$ cat src/rtl/commit_reorder_stage.sv
// commit_reorder_stage
//   Reorder window between the execute pipeline and writeback. ALU results tagged with
//   commit_id arrive in any order into a depth-entry window (slot = commit_id mod depth).
//   They leave strictly in commit_id order through a valid/ready output register. The
//   result can optionally be narrowed with an arithmetic shift and saturation at write time.
//
// Ports
//   clk, reset (sync, active-low), enable (global advance), flush (sync clear)
//   in_valid/in_ready, block_in, result_in, dest_in, commit_id_in, commit_flag_in : input entry
//   out_valid/out_ready, block_out, result_out, dest_out, commit_id_out, commit_flag_out :
//     committed entry
//   occupancy    : filled window slots, output register excluded
//   window_stall : presented id is outside the window or its slot is already taken
module commit_reorder_stage #(
   parameter int unsigned data_width = 16,
   parameter int unsigned n_blocks   = 256,
   parameter int unsigned id_width   = 9,
   parameter int unsigned depth      = 8,
   parameter int unsigned saturate   = 1,
   parameter int unsigned sat_shift  = 15
) (
   input  logic                          clk,
   input  logic                          reset,
   input  logic                          enable,
   input  logic                          flush,
   input  logic                          in_valid,
   output logic                          in_ready,
   input  logic [$clog2(n_blocks)-1:0]   block_in,
   input  logic [2*data_width-1:0]       result_in,
   input  logic [3:0]                    dest_in,
   input  logic [id_width-1:0]           commit_id_in,
   input  logic                          commit_flag_in,
   output logic                          out_valid,
   input  logic                          out_ready,
   output logic [$clog2(n_blocks)-1:0]   block_out,
   output logic [2*data_width-1:0]       result_out,
   output logic [3:0]                    dest_out,
   output logic [id_width-1:0]           commit_id_out,
   output logic                          commit_flag_out,
   output logic [$clog2(depth):0]        occupancy,
   output logic                          window_stall
);

   localparam int unsigned bw = $clog2(n_blocks);
   localparam int unsigned rw = 2 * data_width;
   localparam int unsigned iw = $clog2(depth);
   localparam int unsigned ow = iw + 1;

   localparam logic [id_width-1:0] depth_id = id_width'(depth);
   // Largest / smallest value representable in data_width signed, at full result width.
   localparam logic signed [rw-1:0] sat_max =
      {{(data_width + 1){1'b0}}, {(data_width - 1){1'b1}}};
   localparam logic signed [rw-1:0] sat_min = ~sat_max;

   typedef struct packed {
      logic [bw-1:0]       block;
      logic [rw-1:0]       result;
      logic [3:0]          dest;
      logic [id_width-1:0] id;
      logic                flag;
   } entry_t;

   entry_t              slot_q [depth];
   entry_t              slot_d [depth];
   logic [depth-1:0]    slot_valid_q, slot_valid_d;
   logic [id_width-1:0] head_id_q, head_id_d;
   entry_t              out_q, out_d;
   logic                out_valid_q, out_valid_d;
   logic [ow-1:0]       occ_q, occ_d;

   logic [iw-1:0]       in_idx, head_idx;
   logic [id_width-1:0] win_off;
   logic                in_window;
   logic                accept, commit;
   logic signed [rw-1:0] shifted;
   logic [rw-1:0]       sat_result;
   entry_t              in_entry;

   // Window test and handshake
   always_comb begin
      in_idx       = commit_id_in[iw-1:0];
      head_idx     = head_id_q[iw-1:0];
      win_off      = commit_id_in - head_id_q;   // modulo 2^id_width
      in_window    = (win_off < depth_id);
      in_ready     = enable && !flush && in_window && !slot_valid_q[in_idx];
      window_stall = in_valid && enable && !flush && !in_ready;
      accept       = in_valid && in_ready;
      // Accept and commit never target the same slot: commit needs the head slot full,
      // accept needs its slot empty.
      commit       = enable && !flush && slot_valid_q[head_idx] && (!out_valid_q || out_ready);
   end

   // Optional narrowing, applied on the way into the window
   always_comb begin
      shifted    = $signed(result_in) >>> sat_shift;
      sat_result = result_in;
      if (saturate != 0) begin
         if (shifted > sat_max) begin
            sat_result = sat_max;
         end else if (shifted < sat_min) begin
            sat_result = sat_min;
         end else begin
            sat_result = shifted;
         end
      end
      in_entry.block  = block_in;
      in_entry.result = sat_result;
      in_entry.dest   = dest_in;
      in_entry.id     = commit_id_in;
      in_entry.flag   = commit_flag_in;
   end

   // Next state
   always_comb begin
      slot_d       = slot_q;
      slot_valid_d = slot_valid_q;
      head_id_d    = head_id_q;
      out_d        = out_q;
      out_valid_d  = out_valid_q;
      occ_d        = occ_q;
      if (flush) begin
         slot_valid_d = '0;
         head_id_d    = '0;
         out_d        = '0;
         out_valid_d  = 1'b0;
         occ_d        = '0;
      end else if (enable) begin
         if (commit) begin
            out_d                  = slot_q[head_idx];
            out_valid_d            = 1'b1;
            slot_valid_d[head_idx] = 1'b0;
            head_id_d              = head_id_q + 1'b1;
         end else if (out_valid_q && out_ready) begin
            out_valid_d = 1'b0;
         end
         if (accept) begin
            slot_d[in_idx]       = in_entry;
            slot_valid_d[in_idx] = 1'b1;
         end
         occ_d = occ_q + ow'(accept) - ow'(commit);
      end
   end

   always_ff @(posedge clk) begin
      if (!reset) begin
         slot_valid_q <= '0;
         head_id_q    <= '0;
         out_q        <= '0;
         out_valid_q  <= 1'b0;
         occ_q        <= '0;
      end else begin
         slot_valid_q <= slot_valid_d;
         head_id_q    <= head_id_d;
         out_q        <= out_d;
         out_valid_q  <= out_valid_d;
         occ_q        <= occ_d;
      end
   end

   // Slot payloads are qualified by slot_valid_q, so they need no reset.
   always_ff @(posedge clk) begin
      slot_q <= slot_d;
   end

   always_comb begin
      out_valid       = out_valid_q;
      block_out       = out_q.block;
      result_out      = out_q.result;
      dest_out        = out_q.dest;
      commit_id_out   = out_q.id;
      commit_flag_out = out_q.flag;
      occupancy       = occ_q;
   end

endmodule

$ cat config.mk
export PLATFORM = sky130hd
export DESIGN_NAME = commit_reorder_stage
export DESIGN_NICKNAME = d
export VERILOG_FILES = /design/src/rtl/commit_reorder_stage.sv
export SDC_FILE = /design/constraint.sdc
export NUM_CORES = 1
export LEC_CHECK = 0
export CORE_AREA = 2 2 210 212
export DETAILED_ROUTE_END_ITERATION = 16
export DIE_AREA = 0 0 212 214
export GPL_ROUTABILITY_DRIVEN = 0
export PLACE_DENSITY = 0.59
export SLEW_MARGIN = 20
export SYNTH_ARGS = -nofsm -noshare
export SYNTH_HDL_FRONTEND = slang
export SYNTH_SLANG_ARGS = --single-unit
export TNS_END_PERCENT = 10
$ cat constraint.sdc
create_clock -name clk -period 8.81 [get_ports clk]
set_input_delay 2.2025 -clock clk [delete_from_list [all_inputs] [get_ports clk]]
set_output_delay 2.2025 -clock clk [all_outputs]
set_load 0.02 [all_outputs]
Word-level counts from Yosys, hierarchy flattened

Cells that the tools add are included.

Add/subtract/negate cells: 4
$mul: 0
Div/mod/pow operators: 0
Order comparisons: 10
Eq/ne operators: 0
Shift operators: 0
Multiplexer cells: 22
Bitwise gates (word level): 7
Reductions and logical operators: 23

Operators by type and width:

| kind                                                              | count |
|---|---|
| bitwise mux 432 bit                                               | 1 |
| binary-select mux 54 bit (select 3 bit)                           | 1 |
| demux 54 bit (select 3 bit)                                       | 1 |
| two-way mux 54 bit                                                | 3 |
| two-way mux 32 bit                                                | 2 |
| two-way mux 8 bit                                                 | 4 |
| greater-than comparator 17 x 16 -> 1 bit, second input constant   | 1 |
| < comparator 17 x 16 -> 1 bit, second input constant              | 1 |
| logical AND 1 bit                                                 | 13 |
| adder 9 x 1 -> 9 bit, second input constant                       | 1 |
| < comparator 9 x 4 -> 1 bit, second input constant                | 1 |
| subtractor 9 bit                                                  | 1 |
| AND 8 bit                                                         | 1 |
| greater-or-equal comparator 4 bit, second input constant          | 2 |
| < comparator 3 x 4 -> 1 bit, second input constant                | 2 |
| NOT 3 -> 4 bit                                                    | 2 |
| NOT 8 bit                                                         | 1 |
| OR 8 bit                                                          | 1 |
| binary-select mux 1 bit (select 3 bit)                            | 2 |
| demux 1 bit (select 3 bit)                                        | 2 |
| greater-or-equal comparator 3 x 1 -> 1 bit, second input constant | 2 |
| two-way mux 1 bit                                                 | 6 |
| adder 4 x 1 -> 4 bit                                              | 1 |
| logical NOT 1 bit                                                 | 4 |
| other kinds (8)                                                   | 10 |

Bits in registers: 508
Bits in latches: 0
RAM bits: 0
Memory bits (read-only): 0
Input bits: 60
Output and inout bits: 61
Word-level logic and storage cells: 115
Memories kept: 0

Logic depth before layout (Yosys ltp)

Gate-level depths: netlist of the first run.

Word-level depth: 11
Mapped depth: 21
Depth with buffers taken out: 17

Worst setup path after synthesis of the first run

Ideal clock, no wire load.

Path type: in2reg
Start point: in commit_id_in[2]
End point: reg slot_q[0] in the netlist's numbering, enable pin
Library setup time: 0.532 ns
Data arrival time: 7.379 ns
Required time: 8.278 ns
Setup slack: 0.899 ns
Stages: 7
Buffers on the path: 0
Path through: ha_1 -> a21oi_1 -> o21ai_2 -> a311o_1 -> a211oi_2 -> nand3_1 -> nor4_1

Longest elaborated chain between the ends: 6
Elaborated cells between the ends (all ways): 9
Classes of those cells: add/sub: 1; order compare: 1; mux: 2; reduce/logical: 5

RTL lines:

| what                                                                              | line   | text |
|---|---|---|
| start: declaration                                                                | 31     | `input logic [id_width-1:0] commit_id_in,` |
| subtractor 9 bit / binary-select mux 1 bit (select 3 bit) (equally long branches) | 83, 85 |  |
| < comparator 9 x 4 -> 1 bit / two-way mux 1 bit (equally long branches)           | 84, 85 |  |
| logical AND 1 bit / logical NOT 1 bit (equally long branches)                     | 85     | `in_ready = enable && !flush && in_window && !slot_valid_q[in_idx];` |
| logical AND 1 bit *                                                               | 85     |  |
| logical AND 1 bit *                                                               | 87     | `accept = in_valid && in_ready;` |
| AND reduction 3 bit (no line) *                                                   | --     |  |
| end signal: assignment                                                            | 162    | `slot_q <= slot_d;` |
| end: declaration                                                                  | 63     | `entry_t slot_q [depth];` |

Mark *: on every way between the ends. The rest lies on a longest branch, timed or not. The select of a mux whose other input is x is not followed.
A chain may end at the register's enable or synchronous reset.

Final worst setup path of the first run

Start point: in commit_id_in[2]
End point: out window_stall

Longest elaborated chain between the ends: 6
Elaborated cells between the ends (all ways): 9
Classes of those cells: add/sub: 1; order compare: 1; mux: 2; reduce/logical: 5

RTL lines:

| what                                                                              | line   | text |
|---|---|---|
| subtractor 9 bit / binary-select mux 1 bit (select 3 bit) (equally long branches) | 83, 85 |  |
| < comparator 9 x 4 -> 1 bit / two-way mux 1 bit (equally long branches)           | 84, 85 |  |
| logical AND 1 bit / logical NOT 1 bit (equally long branches)                     | 85     |  |
| logical AND 1 bit *                                                               | 85     |  |
| logical NOT 1 bit *                                                               | 86     | `window_stall = in_valid && enable && !flush && !in_ready;` |
| logical AND 1 bit *                                                               | 86     |  |
| end: declaration                                                                  | 41     | `output logic window_stall` |

Marked as above.

==> results of run 1 <==
[layer usage]
layer,GRT usage (%),vias to the layer above,routed length [µm]
met3,2.48,40,1340
met2,24.3,162,16200
met5,0,-,0
met1,20.5,4177,15000
li1,-,3725,-
met4,3.59,0,511
[sequential cells by signal, indices dropped and copies added, names as in the netlist]
register         cells
head_id_q            9
occupancy            4
commit_flag_out      1
slot_valid_q         8
result_out          17
block_out            8
slot_q             312
out_valid            1
commit_id_out        9
dest_out             4
[kinds of logic after synthesis]
group / count (synthesis) / synth area share, %
adder cells (fa/ha/maj): 13 / 1.14
AND/OR/NAND/NOR: 229 / 6.67
flip-flops: 373 / 71.0
AO/OA/AOI/OAI: 109 / 5.40
multiplexers: 86 / 12.5
buffers and inverters: 89 / 2.84
XOR/XNOR: 8 / 0.470
[cell type report]
class	instances	area share, %
Tap cell	585	4.12
Multi-Input combinational cell	445	22.3
Clock buffer	61	6.29
Inverter	17	0.366
Sequential cell	373	59.6
Timing Repair Buffer	127	6.84
Clock inverter	8	0.542
[through the flow]
stage / hold WS [ns] / cells / area (µm²)
after floorplan: 0.455 / 907 / 14900
after global placement: 0.464 / 1547 / 16600
after detailed placement: 0.476 / 1547 / 16600
after CTS: 0.484 / 1616 / 17800
after global routing: 0.511 / 1616 / 17800
final: 0.480 / 1616 / 17800
[worst max-delay path: stages]
cell,delay (ns)
clkdlybuf4s50_1,0.46
buf_4,0.22
ha_1,0.28
a21oi_1,0.24
o21ai_2,0.16
a311o_1,0.36
a211oi_2,0.30
nand4_1,0.14
buf_4,0.23
and3_1,0.20
clkdlybuf4s50_1,0.53
[worst min-delay path by stage]
stage	to	slack, ns
after floorplan	slot_valid_q[2]	0.46
after global placement	out_valid	0.46
after detailed placement	out_valid	0.48
after CTS	out_valid	0.48
after global routing	slot_valid_q[2]	0.51
final	out_valid	0.48
[power groups by stage]
| stage | registers (W) | clock network, W | logic [W] |
|---|---|---|---|
| global route | 0.00191 | 0.00168 | 0.0000950 |
| CTS | 0.00191 | 0.00161 | 0.0000861 |
| detailed placement | 0.00195 | 0 | 0.0000859 |
| global placement | 0.00195 | 0 | 0.0000832 |
| floorplan | 0.00195 | 0 | 0.0000364 |
| finish | 0.00191 | 0.00158 | 0.0000858 |
[layout by cell type (no fill, tap or decap), types with 5 or more instances in the layout]
| master | instances |
|---|---|
| dfxtp_1 | 58 |
| o21ai_1 | 5 |
| clkbuf_1 | 16 |
| nand4_1 | 6 |
| inv_1 | 14 |
| mux2i_1 | 6 |
| clkbuf_16 | 39 |
| o21ai_0 | 20 |
| a311oi_1 | 39 |
| or3_1 | 5 |
| clkbuf_8 | 6 |
| buf_4 | 22 |
| a21oi_1 | 13 |
| mux4_2 | 80 |
| nand2_1 | 114 |
| edfxtp_1 | 312 |
| ha_1 | 12 |
| clkdlybuf4s50_1 | 105 |
| nor2_1 | 65 |
| clkinv_2 | 5 |
| nand3_1 | 10 |
| o211ai_1 | 5 |
==> flow_metrics.tcl, run 1 <==
set metrics [dict create \
    status "finished, final reports clean" \
    grt_pass1_vias 8323 \
    critPathCaptureType "output pin" \
    synth_edf_count 312 \
    num_io_pins 121 \
    fillCellCount 3849 \
    dpl.hpwl_mm 18.1 \
    critPathLaunch "commit_id_in[2]" \
    initialDrtViolationCount 747 \
    hold_viol 0 \
    fmax_mhz 133 \
    drc 0 \
    path_max_fanout 17 \
    r2r_start "head_id_q[2]" \
    multi_input_area_mm2 0.00396 \
    wl_per_cell_um 20.5 \
    ys_types 52 \
    hold_path_class "flip-flop to flip-flop" \
    finalNetCount 1075 \
    internal_power_w 0.00287 \
    critPathLaunchType "input port" \
    yosysWarnings 0 \
    die_area_mm2 0.0454 \
    hold-path-cell-count 2 \
    postCtsSetupRepairBufs 0 \
    comb_power_share_pct 2.4 \
    yosys.area.top_type_share_pct 62.8 \
    clk_pin_slew_worst_paths_ns 0.06 \
    avgSynthCellArea_um2 16.4 \
    netSwitchingPower_w 0.000701 \
    synthFlopType "edfxtp_1" \
    worst_slack_ns 1.30 \
    grt_pass1_wl_mm 50.6 \
    setup_violations 0 \
    finalCriticalPeriod_ns 7.51 \
    num_antenna_cells 0 \
    syn_to_final_growth_pct 19.2 \
    async_flop_share_pct 0 \
    grt_usage_pct 14.8 \
    cts-root-buf "clkbuf_16" \
    r2r_cells 10 \
    final_antenna_net_count 0 \
    routed_wl_mm 33.1 \
    drive_gt1_share_pct 17.3 \
    timing.final.crit_share_pct 85.3 \
    fin_skew_ns 0.0117 \
    pwr-share-seq_pct 53.5 \
    max_slew_margin_pct 29.0 \
    cp-endpoint "window_stall" \
    vias 8104 \
    drv_slew 0 \
    fin_tns_setup_ns 0 \
    htree_num_levels 2 \
    final_util_pct 41.5 \
    ys_ff_latch 373 \
    maxCapViolations 0 \
    via_per_inst 5.01 \
    dr.pass1.iters 5 \
    powerDensity_mw_per_mm2 201 \
    die_w_um 212 \
    ff2ff_setup_slack_ns 4.31 \
    ctsResizeCount 0 \
    pwr-share-clk_pct 44.1 \
    synth-seq-area-share_pct 71.0 \
    clk_latency_ns 0.52 \
    cp.arrival_ns 5.31 \
    max-vdd-ir-drop_v 0.000118 \
    synthTopCellsByCount "edfxtp_1 (312), nand2_1 (114), mux4_2 (80)" \
    syn_area_mm2 0.0149 \
    pre_cts_slack_ns 1.32 \
    switching_share_pct 19.6 \
    num_rows 76 \
    r2r_end "slot_q[230]" \
    synth.most_common_cell "edfxtp_1" \
    synth_area_leader_cell "edfxtp_1" \
    tightest_slew_ns 1.05 \
    synthTopCellsByArea "edfxtp_1 (63%), mux4_2 (12%), dfxtp_1 (8.2%)" \
    rsz0062_at_grt "no" \
    hold_start "out_valid" \
    seqCellArea_mm2 0.0106 \
    cts_buffers 38 \
    netlist_instances 907 \
    cts_tree "built" \
    die_h_um 214 \
    path_class "input port to output pin" \
    clkSinkCount 373 \
    p_leak_nw 5.47 \
    grt-ovfl-total 0 \
    clock_path_buffers 3 \
    synth_nets 980 \
    crit_required_ns 6.61 \
    antenna_found_initial 0 \
    start_util_pct 34.8 \
    holdBufCountCts 0 \
    coreArea_mm2 0.0429 \
    grt_max_degree 83 \
    total_power_w 0.00358 \
    port_buffers 105 \
]
(Power assumes the default switching activity.)
==> run 2, diff against run 1 <==
--- a/config.mk
+++ b/config.mk
@@ -9,7 +9,8 @@
 export DETAILED_ROUTE_END_ITERATION = 16
 export DIE_AREA = 0 0 212 214
 export GPL_ROUTABILITY_DRIVEN = 0
-export PLACE_DENSITY = 0.59
+export PLACE_DENSITY = 0.58
+export RECOVER_POWER = 100
 export SLEW_MARGIN = 20
 export SYNTH_ARGS = -nofsm -noshare
 export SYNTH_HDL_FRONTEND = slang
==> run 2 against run 1 <==
The run now ends with capacitance limit, slew limit left. Worst hold slack worse by 0.0097 ns. Critical path depth down 1. Flip-flop and latch count unchanged. Design area down 0.25%. Non-clock buffer count down 1. Routed wire length up 0.34%. Clock skew up 0.0030 ns. Die area unchanged. Combinational power down 5.2%. Critical endpoint unchanged.
==> flow_metrics.tcl, run 2 (synthesis results as in run 1) <==
set metrics [dict create \
    dr.pass1.iters 4 \
    final_antenna_net_count 0 \
    pwr-share-clk_pct 44.9 \
    cts_buffers 39 \
    wl_per_cell_um 20.5 \
    final_cell_mix "edfxtp_1 (312), nand2_1 (114), dlygate4sd3_1 (85)" \
    critPathLaunchType "input port" \
    via_per_inst 5.02 \
    num_io_pins 121 \
    grt_max_degree 56 \
    comb_power_share_pct 2.2 \
    die_h_um 214 \
    antenna_found_initial 1 \
    path_max_fanout 17 \
    finalCriticalPeriod_ns 8.08 \
    clk_latency_ns 0.53 \
    initialDrtViolationCount 627 \
    finalNetCount 1075 \
    timing.final.crit_share_pct 91.7 \
    die_area_mm2 0.0454 \
    hold_viol 0 \
    max_slew_margin_pct -137 \
    num_antenna_cells 0 \
    num_rows 76 \
    routed_wl_mm 33.2 \
    start_util_pct 34.8 \
    holdWs_ns 0.471 \
    violations "capacitance limit, slew limit" \
    coreArea_mm2 0.0429 \
    hold_path_class "flip-flop to flip-flop" \
    die_w_um 212 \
    p_leak_nw 5.64 \
    drv_slew 253 \
    syn_to_final_growth_pct 18.9 \
    drc 0 \
    ff2ff_setup_slack_ns 2.75 \
    cts-root-buf "clkbuf_16" \
    top_register "slot_q" \
    grt_pass1_wl_mm 50.2 \
    largest_reg_flops 312 \
    tightest_slew_ns 3.56 \
    path_class "input port to output pin" \
    holdBufCountCts 0 \
    netSwitchingPower_w 0.000709 \
    fin_skew_ns 0.0146 \
    max-vdd-ir-drop_v 0.000107 \
    setup_violations 0 \
    clkSinkCount 373 \
    postCtsSetupRepairBufs 0 \
    port_buffers 105 \
    vias 8119 \
    htree_num_levels 2 \
    ctsResizeCount 0 \
    switching_share_pct 19.6 \
    rsz0062_at_grt "no" \
    grt-ovfl-total 0 \
    powerDensity_mw_per_mm2 204 \
    fmax_mhz 124 \
    clock_path_buffers 3 \
    crit_required_ns 6.61 \
    grt_usage_pct 14.8 \
    internal_power_w 0.00291 \
    clk_pin_slew_worst_paths_ns 0.06 \
    drive_gt1_share_pct 15.7 \
    pwr-share-seq_pct 52.8 \
    status "finished, violations left" \
    grt_pass1_vias 8103 \
    final_common_cell "edfxtp_1" \
    critPathCaptureType "output pin" \
    dpl.hpwl_mm 18.3 \
    maxCapViolations 9 \
    fin_tns_setup_ns 0 \
    cp.arrival_ns 5.88 \
    cts_tree "built" \
]
[run 2: layout make-up]
class                           instances  area, µm²
Tap cell                              585        732
Timing Repair Buffer                  126       1180
Sequential cell                       373      10600
Clock buffer                           53       1110
Fill cell                            3870      25100
Multi-Input combinational cell        445       3890
Clock inverter                         18        170
Inverter                               17       65.1
[run 2: per-stage QoR]
| stage | util [%] | std cells | total power (W) | worst slack [ns] | area (µm²) |
|---|---|---|---|---|---|
| after floorplan | - | 907 | 0.00199 | 0.899 | 14900 |
| after global placement | 38.6 | 1546 | 0.00203 | 1.09 | 16600 |
| after detailed placement | 38.6 | 1546 | 0.00204 | 1.04 | 16600 |
| after CTS | 41.6 | 1617 | 0.00367 | 1.04 | 17900 |
| after global routing | 41.4 | 1617 | 0.00374 | 0.427 | 17700 |
| final | 41.4 | 1617 | 0.00362 | 0.728 | 17700 |
[run 2: path summary, 6_finish.rpt]
kind	from	end	cells past startpoint
worst min register to register	out_valid	out_valid	2
worst max-delay path	commit_id_in[2]	window_stall	10
worst max register to register	head_id_q[2]	slot_q[227]	10
worst min-delay path	out_valid	out_valid	2
[run 2: power by group through the flow]
stage                     logic [W]  clock network, W  registers (W)
after floorplan           0.0000364                 0        0.00195
after global placement    0.0000827                 0        0.00195
after detailed placement  0.0000856                 0        0.00195
after CTS                 0.0000857           0.00167        0.00191
after global routing      0.0000908           0.00173        0.00191
final                     0.0000813           0.00163        0.00191
[run 2: critical path, cell delays in order]
cell and delay, ns:
dlygate4sd3_1 0.52, clkbuf_1 0.57, ha_1 0.36, a21oi_1 0.22, o21ai_2 0.15, a311o_1 0.35
a211oi_2 0.28, nand4_1 0.36, and3_1 0.32, clkdlybuf4s50_1 0.53
[run 2: per-layer routing]
layer	up-vias	wire, µm	global-route usage, %
met5	-	0	0
met4	0	660	4.25
met3	49	1450	2.35
met2	191	16200	24.1
met1	4150	14900	20.4
li1	3729	-	-
